==> src/rtl/mem_port_arbiter.sv <==
// Single-port memory arbiter between fetch (IF) and load/store (D).
// One access in flight; D has priority, IF wins after STARVE_MAX losses.
module mem_port_arbiter #(
    parameter int MEM_LAT    = 2,
    parameter int STARVE_MAX = 4
) (
    input  logic        clk_i,
    input  logic        rst_i,
    input  logic        if_req_i,
    input  logic [31:0] if_addr_i,
    output logic        if_gnt_o,
    output logic        if_rvalid_o,
    output logic [31:0] if_rdata_o,
    input  logic        d_req_i,
    input  logic        d_we_i,
    input  logic [31:0] d_addr_i,
    input  logic [31:0] d_wdata_i,
    input  logic [3:0]  d_be_i,
    output logic        d_gnt_o,
    output logic        d_rvalid_o,
    output logic [31:0] d_rdata_o,
    output logic        mem_en_o,
    output logic        mem_we_o,
    output logic [31:0] mem_addr_o,
    output logic [31:0] mem_wdata_o,
    output logic [3:0]  mem_be_o,
    input  logic [31:0] mem_rdata_i,
    output logic        stall_if_o,
    output logic        stall_d_o
);

    typedef enum logic [1:0] {
        IDLE    = 2'd0,
        BUSY_IF = 2'd1,
        BUSY_D  = 2'd2
    } state_e;

    localparam logic [2:0] CNT_LOAD = 3'(MEM_LAT - 1);
    localparam logic [3:0] SC_MAX   = 4'(STARVE_MAX);

    state_e     state_q, state_d;
    logic [2:0] cnt_q, cnt_d;
    logic       owner_we_q, owner_we_d;
    logic [3:0] sc_q, sc_d;

    logic done;
    logic live;
    logic gnt_if;
    logic gnt_d;

    // State register; reset abandons any in-flight access
    always_ff @(posedge clk_i or posedge rst_i) begin
        if (rst_i) begin
            state_q    <= IDLE;
            cnt_q      <= 3'd0;
            owner_we_q <= 1'b0;
            sc_q       <= 4'd0;
        end else begin
            state_q    <= state_d;
            cnt_q      <= cnt_d;
            owner_we_q <= owner_we_d;
            sc_q       <= sc_d;
        end
    end

    // Arbitration: live when idle or on the completion cycle
    always_comb begin
        done   = (state_q != IDLE) && (cnt_q == 3'd0);
        live   = !rst_i && ((state_q == IDLE) || done);
        gnt_if = 1'b0;
        gnt_d  = 1'b0;
        if (live) begin
            if (if_req_i && d_req_i) begin
                if (sc_q == SC_MAX) begin
                    gnt_if = 1'b1;
                end else begin
                    gnt_d = 1'b1;
                end
            end else begin
                gnt_if = if_req_i;
                gnt_d  = d_req_i;
            end
        end
    end

    // Next-state: new owner on a grant, else count down or go idle
    always_comb begin
        state_d    = state_q;
        cnt_d      = cnt_q;
        owner_we_d = owner_we_q;
        sc_d       = sc_q;
        if (gnt_if || gnt_d) begin
            state_d    = gnt_if ? BUSY_IF : BUSY_D;
            cnt_d      = CNT_LOAD;
            owner_we_d = gnt_d & d_we_i;
        end else if (done) begin
            state_d = IDLE;
        end else if (cnt_q != 3'd0) begin
            cnt_d = cnt_q - 3'd1;
        end
        if (gnt_if) begin
            sc_d = 4'd0;
        end else if (gnt_d && if_req_i && (sc_q != SC_MAX)) begin
            sc_d = sc_q + 4'd1;
        end
    end

    // Outputs: grant-side memory mux and completion-side read return
    always_comb begin
        if_gnt_o    = gnt_if;
        d_gnt_o     = gnt_d;
        mem_en_o    = gnt_if | gnt_d;
        mem_we_o    = gnt_d & d_we_i;
        mem_addr_o  = 32'd0;
        mem_wdata_o = 32'd0;
        mem_be_o    = 4'd0;
        if (gnt_d) begin
            mem_addr_o  = d_addr_i;
            mem_wdata_o = d_wdata_i;
            mem_be_o    = d_be_i;
        end else if (gnt_if) begin
            mem_addr_o = if_addr_i;
        end
        if_rvalid_o = done && (state_q == BUSY_IF);
        d_rvalid_o  = done && (state_q == BUSY_D) && !owner_we_q;
        if_rdata_o  = if_rvalid_o ? mem_rdata_i : 32'd0;
        d_rdata_o   = d_rvalid_o ? mem_rdata_i : 32'd0;
        stall_if_o  = if_req_i & ~gnt_if & ~rst_i;
        stall_d_o   = d_req_i & ~gnt_d & ~rst_i;
    end

endmodule

==> config.mk <==
export PLATFORM = sky130hd
export DESIGN_NAME = mem_port_arbiter
export DESIGN_NICKNAME = d
export VERILOG_FILES = /design/src/rtl/mem_port_arbiter.sv
export SDC_FILE = /design/constraint.sdc
export NUM_CORES = 1
export LEC_CHECK = 0
export BUFFER_PORTS_ARGS = -buffer_cell sky130_fd_sc_hd__buf_2
export CAP_MARGIN = 20
export CORE_AREA = 2 2 109 111
export CTS_BUF_LIST = sky130_fd_sc_hd__clkbuf_8
export CTS_CLUSTER_SIZE = 8
export DETAILED_ROUTE_END_ITERATION = 10
export DIE_AREA = 0 0 111 113
export SYNTH_ARGS = -nofsm -noshare
export SYNTH_HDL_FRONTEND = slang
export SYNTH_SLANG_ARGS = --single-unit
==> constraint.sdc <==
create_clock -name clk_i -period 2.2 [get_ports clk_i]
set_input_delay 0.22 -clock clk_i [delete_from_list [all_inputs] [get_ports clk_i]]
set_output_delay 0.22 -clock clk_i [all_outputs]
set_load 0.03 [all_outputs]
### After elaboration in Yosys (flattened, before gate mapping)

Cells that the tools add are included.

* register bits: 10

* bitwise operators: 9
* mux-type cells: 20
* add/sub/neg operators: 2
* reductions and logical operators: 20
* eq/ne operators: 5

Operators with widths (count)
* $mux 32: 5
* $mux 4: 3
* $mux 3: 3
* $logic_and 1x1->1: 8
* $reduce_bool 2->1: 4
* $mux 1: 6
* $mux 2: 3
* $and 1x1->1: 5
* $add 4x1->4 const B: 1
* $eq 4x3->1 const B: 1
* $ne 4x3->1 const B: 1
* $logic_not 3->1: 1
* $not 1->1: 3
* $reduce_bool 3->1: 1
* $sub 3x1->3 const B: 1
* $eq 2x1->1 const B: 1
* $eq 2x2->1 const B: 1
* $logic_not 1->1: 2
* $logic_not 2->1: 1
* $logic_or 1x1->1: 2
* $ne 2x1->1 const B: 1
* $reduce_and 2->1: 1
* $or 1x1->1: 1

### Logic depth before layout (Yosys ltp)

Gate-level depths: netlist (run 1).

* depth in word-level cells: 9
* mapped depth: 9
* gate-level depth less buffers: 7

### Least setup slack after synthesis (run 1)

Ideal clock, no wire load.

* path type: flip-flop to output port
* from: register cnt_q[0]
* to: output mem_be_o[0]
* arrival: 1.878 ns
* stages on the path, launching flop included: 10
* path slack: 0.102 ns
* path buffers: 3
* cell sequence: dfrtp_1 > inv_1 > ha_1 > ha_1 > buf_6 > o21bai_4 > and4_4 > buf_6 > buf_2 > and2_1

* word-level cells in the longest chain between the ends: 6

RTL lines
* from (decl): line 42 `logic [2:0] cnt_q, cnt_d;`
* from (signal assigned): line 60 `cnt_q <= cnt_d;`
* $logic_not 3->1: line 68 `done = (state_q != IDLE) && (cnt_q == 3'd0);`
* $logic_and 1x1->1: line 68
* $logic_or 1x1->1: line 69 `live = !rst_i && ((state_q == IDLE) || done);`
* $logic_and 1x1->1: line 69
* $mux 1: line 72 `if (live) begin`
* named net d_gnt_o: line 19 `output logic d_gnt_o,`
* $mux 4: line 117 `if (gnt_d) begin`
* to (decl): line 26 `output logic [3:0] mem_be_o,`

The timed path passes the listed nets, and every way through them passes these cells.

### Worst setup path in the final report (run 1)

* from: register cnt_q[0]
* to: output mem_addr_o[7]

* word-level cells in the longest chain between the ends: 7
* elaborated cells on any way between the ends: 8

RTL lines
* $logic_not 3->1 *: line 68
* $logic_and 1x1->1 *: line 68
* $logic_or 1x1->1 *: line 69
* $logic_and 1x1->1 *: line 69
* $mux 1: line 72
* $mux 32: line 121 `end else if (gnt_if) begin`
* $mux 32 *: line 117
* to (decl): line 24 `output logic [31:0] mem_addr_o,`

Every way passes the cells marked *; elsewhere a longest branch is shown, timed or not.

==> impl_metrics.csv, run 1 <==
group,metric,value,unit
status,status,"finished, violations left",
status,violations,"setup timing",
global_route,grt_pass1_vias,2467,
drt,drt-initial-drc-count,124,
synth,ys_types,30,
worst_setup_path,cp.required,1.98,ns
synth,synth_cells,216,
synth,synth_area,1680,µm²
timing,slew_headroom,0.781,
floorplanning,fp.coreArea,11300,µm²
cts,cts_hold_buf,0,
power,p_comb_frac,0.832,
timing,setup_slack,-0.0341,ns
layout,final_common_cell,"buf_2",
synth,synth_top_family_by_area,"simple AND/OR/NAND/NOR gates",
drt,ant_nets,0,
global_route,grt_pass1_wl,14100,µm
drt,drc,0,
power,p_per_area,868,nW/µm²
placed_design,postPlaceCellArea,3210,µm²
layout,multi_input_area,1360,µm²
power,p_sw,1.81,mW
floorplanning,dieHeight,113,µm
layout,finalNetCount,644,
placed_design,port_buffers,276,
cts,h-tree-depth,1,
worst_setup_path,worstPathArrival,2.01,ns
drt,vias,2738,
synth,synthMuxAreaShare,0,
worst_hold_path,hold_class,"in2async",
synth,yosysWarnings,0,
cts,clockRootBuffer,"clkbuf_8",
timing,clock_skew,0.00446,ns
layout,fill_cells,1122,
layout,diodes,0,
synth,yosysSeqAreaShare,0.149,
timing,hold_viol,0,
layout,drive_above_1_share,0.679,
global_route,antenna_found_initial,0,
synth,async_flop_share,1.00,
cts,cts_tree,"done",
global_route,grt_usage,0.139,
drt,dr.pass1.iters,4,
synth,syn_nets,357,
cts,cts_num_sinks,10,
synth,synth_compound_area_frac,0.249,
timing,maxSlewViolCount,0,
synth,synth_adder_area_share,0.0299,
synth,synthFlopType,"dfrtp_1",
layout,seqCellArea,250,µm²
timing,holdWs,0.0383,ns
floorplanning,die_area,12500,µm²
floorplanning,initial_utilization,0.149,
worst_setup_path,path_class,"reg2out",
layout,synthToLayoutAreaGrowth,149,%
floorplanning,io_pins,277,
global_route,overflow,0,
global_route,grt_max_degree,34,
timing,worstMarginPinSlew,0.329,ns
power,internal-power,1.82,mW
cts,insertion_delay,0.25,ns
synth,postSynthAreaPerCell,7.76,µm²
floorplanning,die_w,111,µm
power,pwr-share-seq,0.101,
worst_setup_path,crit_fanout,14,
layout,layout_common_cells,"buf_2, buf_6, and2_1, a22o_1, and2_4",
drt,totalWireLength,10300,µm
cts,cts_inserted_buffers,3,
timing,finalCritPeriodShare,1.02,
layout,stdcell_area,4170,µm²
run,max_cap_viol_count,0,
synth,synth-edff-count,0,
cts,ctsLongestPathBuffers,2,
power,p_clk_frac,0.067,
placed_design,hpwl,7220,µm
synth,synth-xor-area-share,0.00523,
timing,period_needed,2.23,ns
power,ir_drop,0.000629,V
placed_design,gp_congestion,0.971,
power,p_leak,2.31,nW
timing,max_freq,448,MHz
drt,wl_per_cell,16.0,µm
synth,synth-seq-cells,10,
floorplanning,placementRows,39,
timing,grt_setup_unrepaired,"true",
worst_setup_path,end_kind,"primary output",
timing,setup_viol,22,
power,p_sw_frac,0.499,
drt,post_drt_via_cell_ratio,4.24,
synth,synthSimpleGateAreaFrac,0.463,
cts,clk_pin_slew,0.05,ns
worst_setup_path,critPathLaunchType,"flop",
## stage by stage
step,instances,TNS (ns),utilization,worst slack [ns],total power [mW]
floorplan,216,0,-,0.102,1.94
global placement,624,0,0.285,0.148,2.58
detailed placement,624,0,0.285,0.115,2.58
CTS,641,-0.394,0.353,-0.0485,3.44
global route,645,-4.80,0.370,-0.116,3.82
finish,645,-0.310,0.370,-0.0341,3.62
## Yosys cell counts, drive strengths merged, types with 2 or more instances
| cell | instances | area share |
|---|---|---|
| and2 | 102 | 0.38 |
| a22o | 33 | 0.17 |
| buf | 11 | 0.066 |
| dfrtp | 10 | 0.15 |
| inv | 9 | 0.020 |
| clkbuf | 7 | 0.017 |
| o21ai | 7 | 0.021 |
| nor2 | 6 | 0.013 |
| a21oi | 4 | 0.012 |
| ha | 4 | 0.030 |
| nand2 | 4 | 0.0090 |
| a21o | 2 | 0.0090 |
| nand3 | 2 | 0.0060 |
## registers in the layout, indices dropped and copies added, names as in the netlist
signal and cells:
sc_q 4, state_q 2, cnt_q 3, owner_we_q 1
## worst max-delay path, stage by stage, from the launching register on
cell,delay (ns)
dfrtp_1,0.35
inv_2,0.05
ha_4,0.16
ha_4,0.16
o21bai_4,0.17
and4_4,0.21
buf_12,0.14
buf_12,0.14
a22o_1,0.24
buf_6,0.15
## metal layers
| metal | part of all wire | routed length [µm] | up-vias | global-route usage |
|---|---|---|---|---|
| met3 | 0.080 | 827 | 12 | 0.0402 |
| met4 | 0.014 | 149 | 0 | 0.0308 |
| met2 | 0.49 | 5090 | 145 | 0.232 |
| met5 | 0 | 0 | - | 0 |
| met1 | 0.41 | 4230 | 1272 | 0.178 |
| li1 | - | - | 1309 | - |
## worst paths after layout
| kind | cells past startpoint | end | from | slack (ns) |
|---|---|---|---|---|
| max in group asynchronous | 3 | cnt_q[1] | rst_i | 2.00 |
| min in group clk_i | 2 | owner_we_q | d_we_i | 0.23 |
| setup / recovery | 9 | mem_addr_o[7] | cnt_q[0] | -0.03 |
| hold / removal | 3 | sc_q[2] | rst_i | 0.04 |
| hold reg to reg | 2 | cnt_q[2] | cnt_q[2] | 0.52 |
| setup reg to reg | 8 | owner_we_q | cnt_q[0] | 0.51 |
## final cells by class
type / instances / area share
multi-input combinational: 179 / 0.326
sequential: 10 / 0.0600
clock buffer: 4 / 0.0132
timing repair buffer: 300 / 0.550
inverter: 9 / 0.00810
tap: 143 / 0.0429
## power by group through the flow
stage	registers (mW)	clock network, mW	logic (mW)
5_1_grt	0.377	0.254	3.19
6_report	0.365	0.244	3.01
2_1_floorplan	0.341	0	1.60
3_3_place_gp	0.362	0	2.22
3_5_place_dp	0.362	0	2.21
4_1_cts	0.359	0.248	2.83
## cell families after synthesis
family,Yosys count
buffers and inverters,27
AOI/OAI and AO/OA,50
DFF,10
xor gates and xnor gates,1
and+or+nand+nor,124
adders and majority gates,4
## repair_timing
item                       in CTS  in global routing
gates cloned                    4                  3
setup buffers                   9                  3
pin swaps                      32                 15
gates resized for setup       174                 51
setup endpoints to repair     135                135
Power figures use the tool's default switching activity.
==> run 2, diff against run 1 <==
- GPL_TIMING_DRIVEN: unset -> 0
- clock period: 2.2 -> 2.4 ns (I/O delays scaled with it)
==> impl_metrics.csv, run 2 (same netlist as run 1, synthesis figures left out) <==
group,metric,value,unit
worst_setup_path,r2r_end,"sc_q[3]",
layout,fin_cells,650,
placed_design,place_ws,0.0191,ns
worst_setup_path,slowest_stage,"dfrtp_1",
layout,drive_above_1_share,0.639,
power,p_comb_frac,0.819,
cts,ctsLongestPathBuffers,2,
power,ir_drop,0.000440,V
worst_hold_path,hold_class,"in2async",
timing,setup_slack,0.0183,ns
floorplanning,die_area,12500,µm²
floorplanning,initial_utilization,0.149,
placed_design,hpwl,7700,µm
worst_setup_path,crit_fanout,8,
cts,clockRootBuffer,"clkbuf_8",
timing,slew_headroom,0.656,
worst_setup_path,path_class,"reg2out",
worst_setup_path,reg2reg_slack,0.65,ns
global_route,grt_pass1_vias,2456,
timing,worstMarginPinSlew,0.515,ns
power,p_sw_frac,0.526,
layout,final_common_cell,"buf_2",
floorplanning,io_pins,277,
floorplanning,dieHeight,113,µm
global_route,overflow,0,
drt,wl_met1,3850,µm
floorplanning,die_w,111,µm
status,status,"finished clean",
layout,layout_common_cells,"buf_2, and2_1, buf_6, a22o_1, buf_4",
global_route,antenna_found_initial,0,
power,p_sw,1.60,mW
power,internal-power,1.45,mW
drt,wl_per_cell,14.5,µm
global_route,grt_pass1_wl,12600,µm
cts,insertion_delay,0.24,ns
drt,wl_met2,4840,µm
timing,hold_viol,0,
floorplanning,fp.coreArea,11300,µm²
layout,regMostFlops,"sc_q",
placed_design,gp_congestion,0.985,
power,fin_total_pwr,3.05,mW
cts,h-tree-depth,1,
drt,met3_length,692,µm
worst_setup_path,crit_chain,"inv_2, ha_4, ha_4, buf_6, o21bai_4, and4_4, clkbuf_16, a22o_4, buf_6",
power,p_per_area,823,nW/µm²
drt,vias,2727,
worst_setup_path,critPathMaxStageDelay,0.36,ns
run,max_cap_viol_count,0,
cts,clk_pin_slew,0.05,ns
layout,fill_cells,1237,
layout,finalNetCount,649,
timing,holdWs,0.0495,ns
worst_setup_path,critPathLaunchType,"flop",
floorplanning,placementRows,39,
drt,ant_nets,0,
worst_setup_path,cp.required,2.16,ns
placed_design,port_buffers,276,
layout,synthToLayoutAreaGrowth,121,%
drt,drt-initial-drc-count,76,
cts,cts_inserted_buffers,3,
power,p_leak,2.25,nW
layout,largest_reg_flops,4,
timing,max_freq,420,MHz
drt,top_layer,"met4",
global_route,grt_usage,0.123,
drt,drc,0,
layout,reg.largest.list,"sc_q (4), cnt_q (3), state_q (2)",
cts,cts_hold_buf,0,
drt,totalWireLength,9420,µm
placed_design,placedCellCount,635,
global_route,grt_max_degree,14,
timing,clock_skew,0.00430,ns
layout,diodes,0,
worst_setup_path,reg2reg_depth,8,
timing,setup_viol,0,
drt,dr.pass1.iters,4,
worst_setup_path,worstPathArrival,2.14,ns
timing,grt_setup_unrepaired,"true",
power,p_clk_frac,0.072,
power,pwr-share-seq,0.109,
drt,post_drt_via_cell_ratio,4.20,
cts,cts_tree,"done",
timing,maxSlewViolCount,0,
worst_setup_path,r2r-start,"cnt_q[1]",
cts,cts_num_sinks,10,
worst_setup_path,end_kind,"primary output",
timing,finalCritPeriodShare,0.992,
timing,period_needed,2.38,ns
run 2: power by group through the flow:
stage / combinational [mW] / sequential (mW) / clock [mW]
after floorplan: 1.47 / 0.313 / 0
after global placement: 2.06 / 0.326 / 0
after detailed placement: 2.08 / 0.331 / 0
after CTS: 2.20 / 0.332 / 0.220
after global routing: 2.65 / 0.349 / 0.233
final: 2.50 / 0.333 / 0.218
run 2: final cells by class:
cell class,instances,area [µm²],share of cell area
plain buffers,17,170,0.0459
repair buffers,287,1680,0.452
flip-flops and latches,10,250,0.0676
clock buffers,4,55.1,0.0149
inverters,9,33.8,0.00912
multi-input cells,180,1340,0.362
well taps,143,179,0.0483
run 2: routing by layer:
layer | up-vias | global-route usage
met3 | 5 | 0.0295
met1 | 1287 | 0.158
met2 | 118 | 0.217
li1 | 1317 | -
met4 | 0 | 0.0133
met5 | - | 0
run 2: critical path: cells and delay by family, from the launching register on:
kind,cells,cell delay (ns)
adders and majority gates,2,0.31
and+or+nand+nor,1,0.28
DFF,1,0.36
AOI/OAI and AO/OA,2,0.45
buffers and inverters,4,0.49
run 2: worst max path at each step:
| stage | startpoint | end | depth (start not counted) |
|---|---|---|---|
| floorplan | cnt_q[0] | mem_be_o[0] | 9 |
| finish | cnt_q[0] | mem_addr_o[6] | 9 |
| detailed placement | cnt_q[0] | mem_addr_o[8] | 9 |
| global placement | cnt_q[0] | mem_addr_o[8] | 9 |
| CTS | cnt_q[0] | mem_wdata_o[14] | 9 |
| global route | cnt_q[1] | mem_addr_o[7] | 9 |
run 2: through the flow:
stage | area (µm²) | TNS (ns) | utilization
after CTS | 3410 | -0.0411 | 0.303
final | 3700 | 0 | 0.329
after floorplan | 1680 | 0 | -
after global placement | 3240 | 0 | 0.287
after global routing | 3700 | -0.952 | 0.329
after detailed placement | 3240 | 0 | 0.287
run 2: repair_timing:
action                                  4_1_cts  5_1_grt
gates resized for setup                      31       88
gates cloned                                  0        4
endpoints found under the setup margin      126      125
pin swaps                                     4       15
setup buffers                                 4        4
==> run 3, diff against run 2 <==
- clock period: 2.4 -> 2.7 ns (I/O delays scaled with it)
==> impl_metrics.csv, run 3 (same netlist as run 1, synthesis figures left out) <==
group,metric,value,unit
run,max_cap_viol_count,0,
global_route,antenna_found_initial,0,
layout,finalNetCount,639,
cts,cts_hold_buf,0,
global_route,grt_usage,0.121,
layout,multi_input_area,1250,µm²
worst_setup_path,r2r-start,"cnt_q[0]",
placed_design,postPlaceCellArea,3240,µm²
placed_design,hpwl,7700,µm
worst_setup_path,reg2reg_depth,9,
worst_setup_path,crit_fanout,10,
layout,diodes,0,
global_route,overflow,0,
worst_setup_path,worstPathArrival,2.30,ns
drt,drt-initial-drc-count,95,
worst_setup_path,cp.required,2.43,ns
status,status,"finished clean",
placed_design,place_ws,0.289,ns
drt,ant_nets,0,
timing,worstMarginPinSlew,0.475,ns
cts,cts_tree,"done",
cts,h-tree-depth,1,
worst_setup_path,path_class,"reg2out",
layout,largest_reg_flops,4,
cts,insertion_delay,0.24,ns
drt,wl_per_cell,13.5,µm
floorplanning,placementRows,39,
layout,fill_cells,1259,
floorplanning,initial_utilization,0.149,
cts,clockRootBuffer,"clkbuf_8",
cts,cts_num_sinks,10,
worst_setup_path,critPathLaunchType,"flop",
layout,layout_common_cells,"buf_2, and2_1, a22o_1, dfrtp_1",
timing,slew_headroom,0.683,
drt,post_drt_via_cell_ratio,4.15,
drt,drc,0,
worst_setup_path,end_kind,"primary output",
power,p_leak,2.12,nW
layout,final_common_cell,"buf_2",
cts,ctsLongestPathBuffers,2,
layout,stdcell_area,3300,µm²
global_route,grt_pass1_vias,2422,
drt,totalWireLength,8670,µm
timing,period_needed,2.57,ns
layout,synthToLayoutAreaGrowth,97.2,%
global_route,grt_max_degree,14,
timing,max_freq,389,MHz
timing,setup_tns,0,ns
floorplanning,die_w,111,µm
placed_design,gp_congestion,0.985,
layout,drive_above_1_share,0.608,
layout,seqCellArea,250,µm²
global_route,grt_pass1_wl,12400,µm
timing,setup_viol,0,
layout,reg.largest.list,"sc_q (4), cnt_q (3), state_q (2)",
drt,vias,2657,
drt,dr.pass1.iters,4,
floorplanning,dieHeight,113,µm
timing,hold_viol,0,
timing,clock_skew,0.00558,ns
power,ir_drop,0.000403,V
timing,setup_slack,0.130,ns
floorplanning,io_pins,277,
cts,cts_inserted_buffers,3,
layout,regMostFlops,"sc_q",
timing,maxSlewViolCount,0,
power,p_per_area,706,nW/µm²
floorplanning,die_area,12500,µm²
timing,finalCritPeriodShare,0.952,
worst_setup_path,crit_start,"cnt_q[0]",
worst_hold_path,hold_class,"in2async",
timing,grt_setup_unrepaired,"false",
cts,clk_pin_slew,0.05,ns
placed_design,port_buffers,276,
floorplanning,fp.coreArea,11300,µm²
## run 3: what timing repair did
action                     4_1_cts  5_1_grt
setup endpoints to repair        0       41
gates resized for setup          0        5
setup buffers                    0        1
## run 3: power by group
part           leakage (nW)  total (mW)  internal, mW  switching (mW)
clock                0.0288       0.191         0.128          0.0623
combinational          1.97        1.85         0.665            1.18
sequential            0.127       0.293         0.217          0.0755
total                  2.12        2.33          1.01            1.32
## run 3: worst max-delay path, stage by stage, from the launching register on
cell and delay [ns]:
dfrtp_1 0.36, inv_1 0.05, ha_1 0.19, ha_1 0.18, buf_6 0.13, o21bai_4 0.19, and4_4 0.20, buf_6 0.14
buf_6 0.14, a22o_1 0.28, buf_2 0.20
## run 3: area by class of cell
type,instances,area share
well taps,143,0.0542
multi-input cells,179,0.380
inverters,9,0.0102
plain buffers,18,0.0432
clock buffers,4,0.0167
repair buffers,277,0.420
flip-flops and latches,10,0.0758
## run 3: worst paths after layout
path | to | slack [ns]
worst max-delay path | mem_addr_o[8] | 0.13
worst min-delay path | sc_q[1] | 0.07
worst max register to register | state_q[1] | 0.82
worst min register to register | cnt_q[1] | 0.52
max in group asynchronous | cnt_q[0] | 2.31
min in group clk_i | owner_we_q | 0.30
## run 3: layer usage
layer  share of wire  track usage  vias to the layer above
li1                -            -                     1290
met1            0.42        0.157                     1252
met2            0.50        0.211                      113
met3           0.084       0.0289                        2
met4         0.00092       0.0133                        0
met5               0            0                        -
## run 3: stage by stage
stage | util | instances | power [mW] | hold WS [ns]
final | 0.293 | 640 | 2.33 | 0.0664
after global routing | 0.293 | 640 | 2.49 | 0.105
after CTS | 0.292 | 639 | 2.34 | 0.0794
after detailed placement | 0.287 | 635 | 2.14 | 0.332
after global placement | 0.287 | 635 | 2.12 | 0.330
after floorplan | - | 216 | 1.58 | 0.132
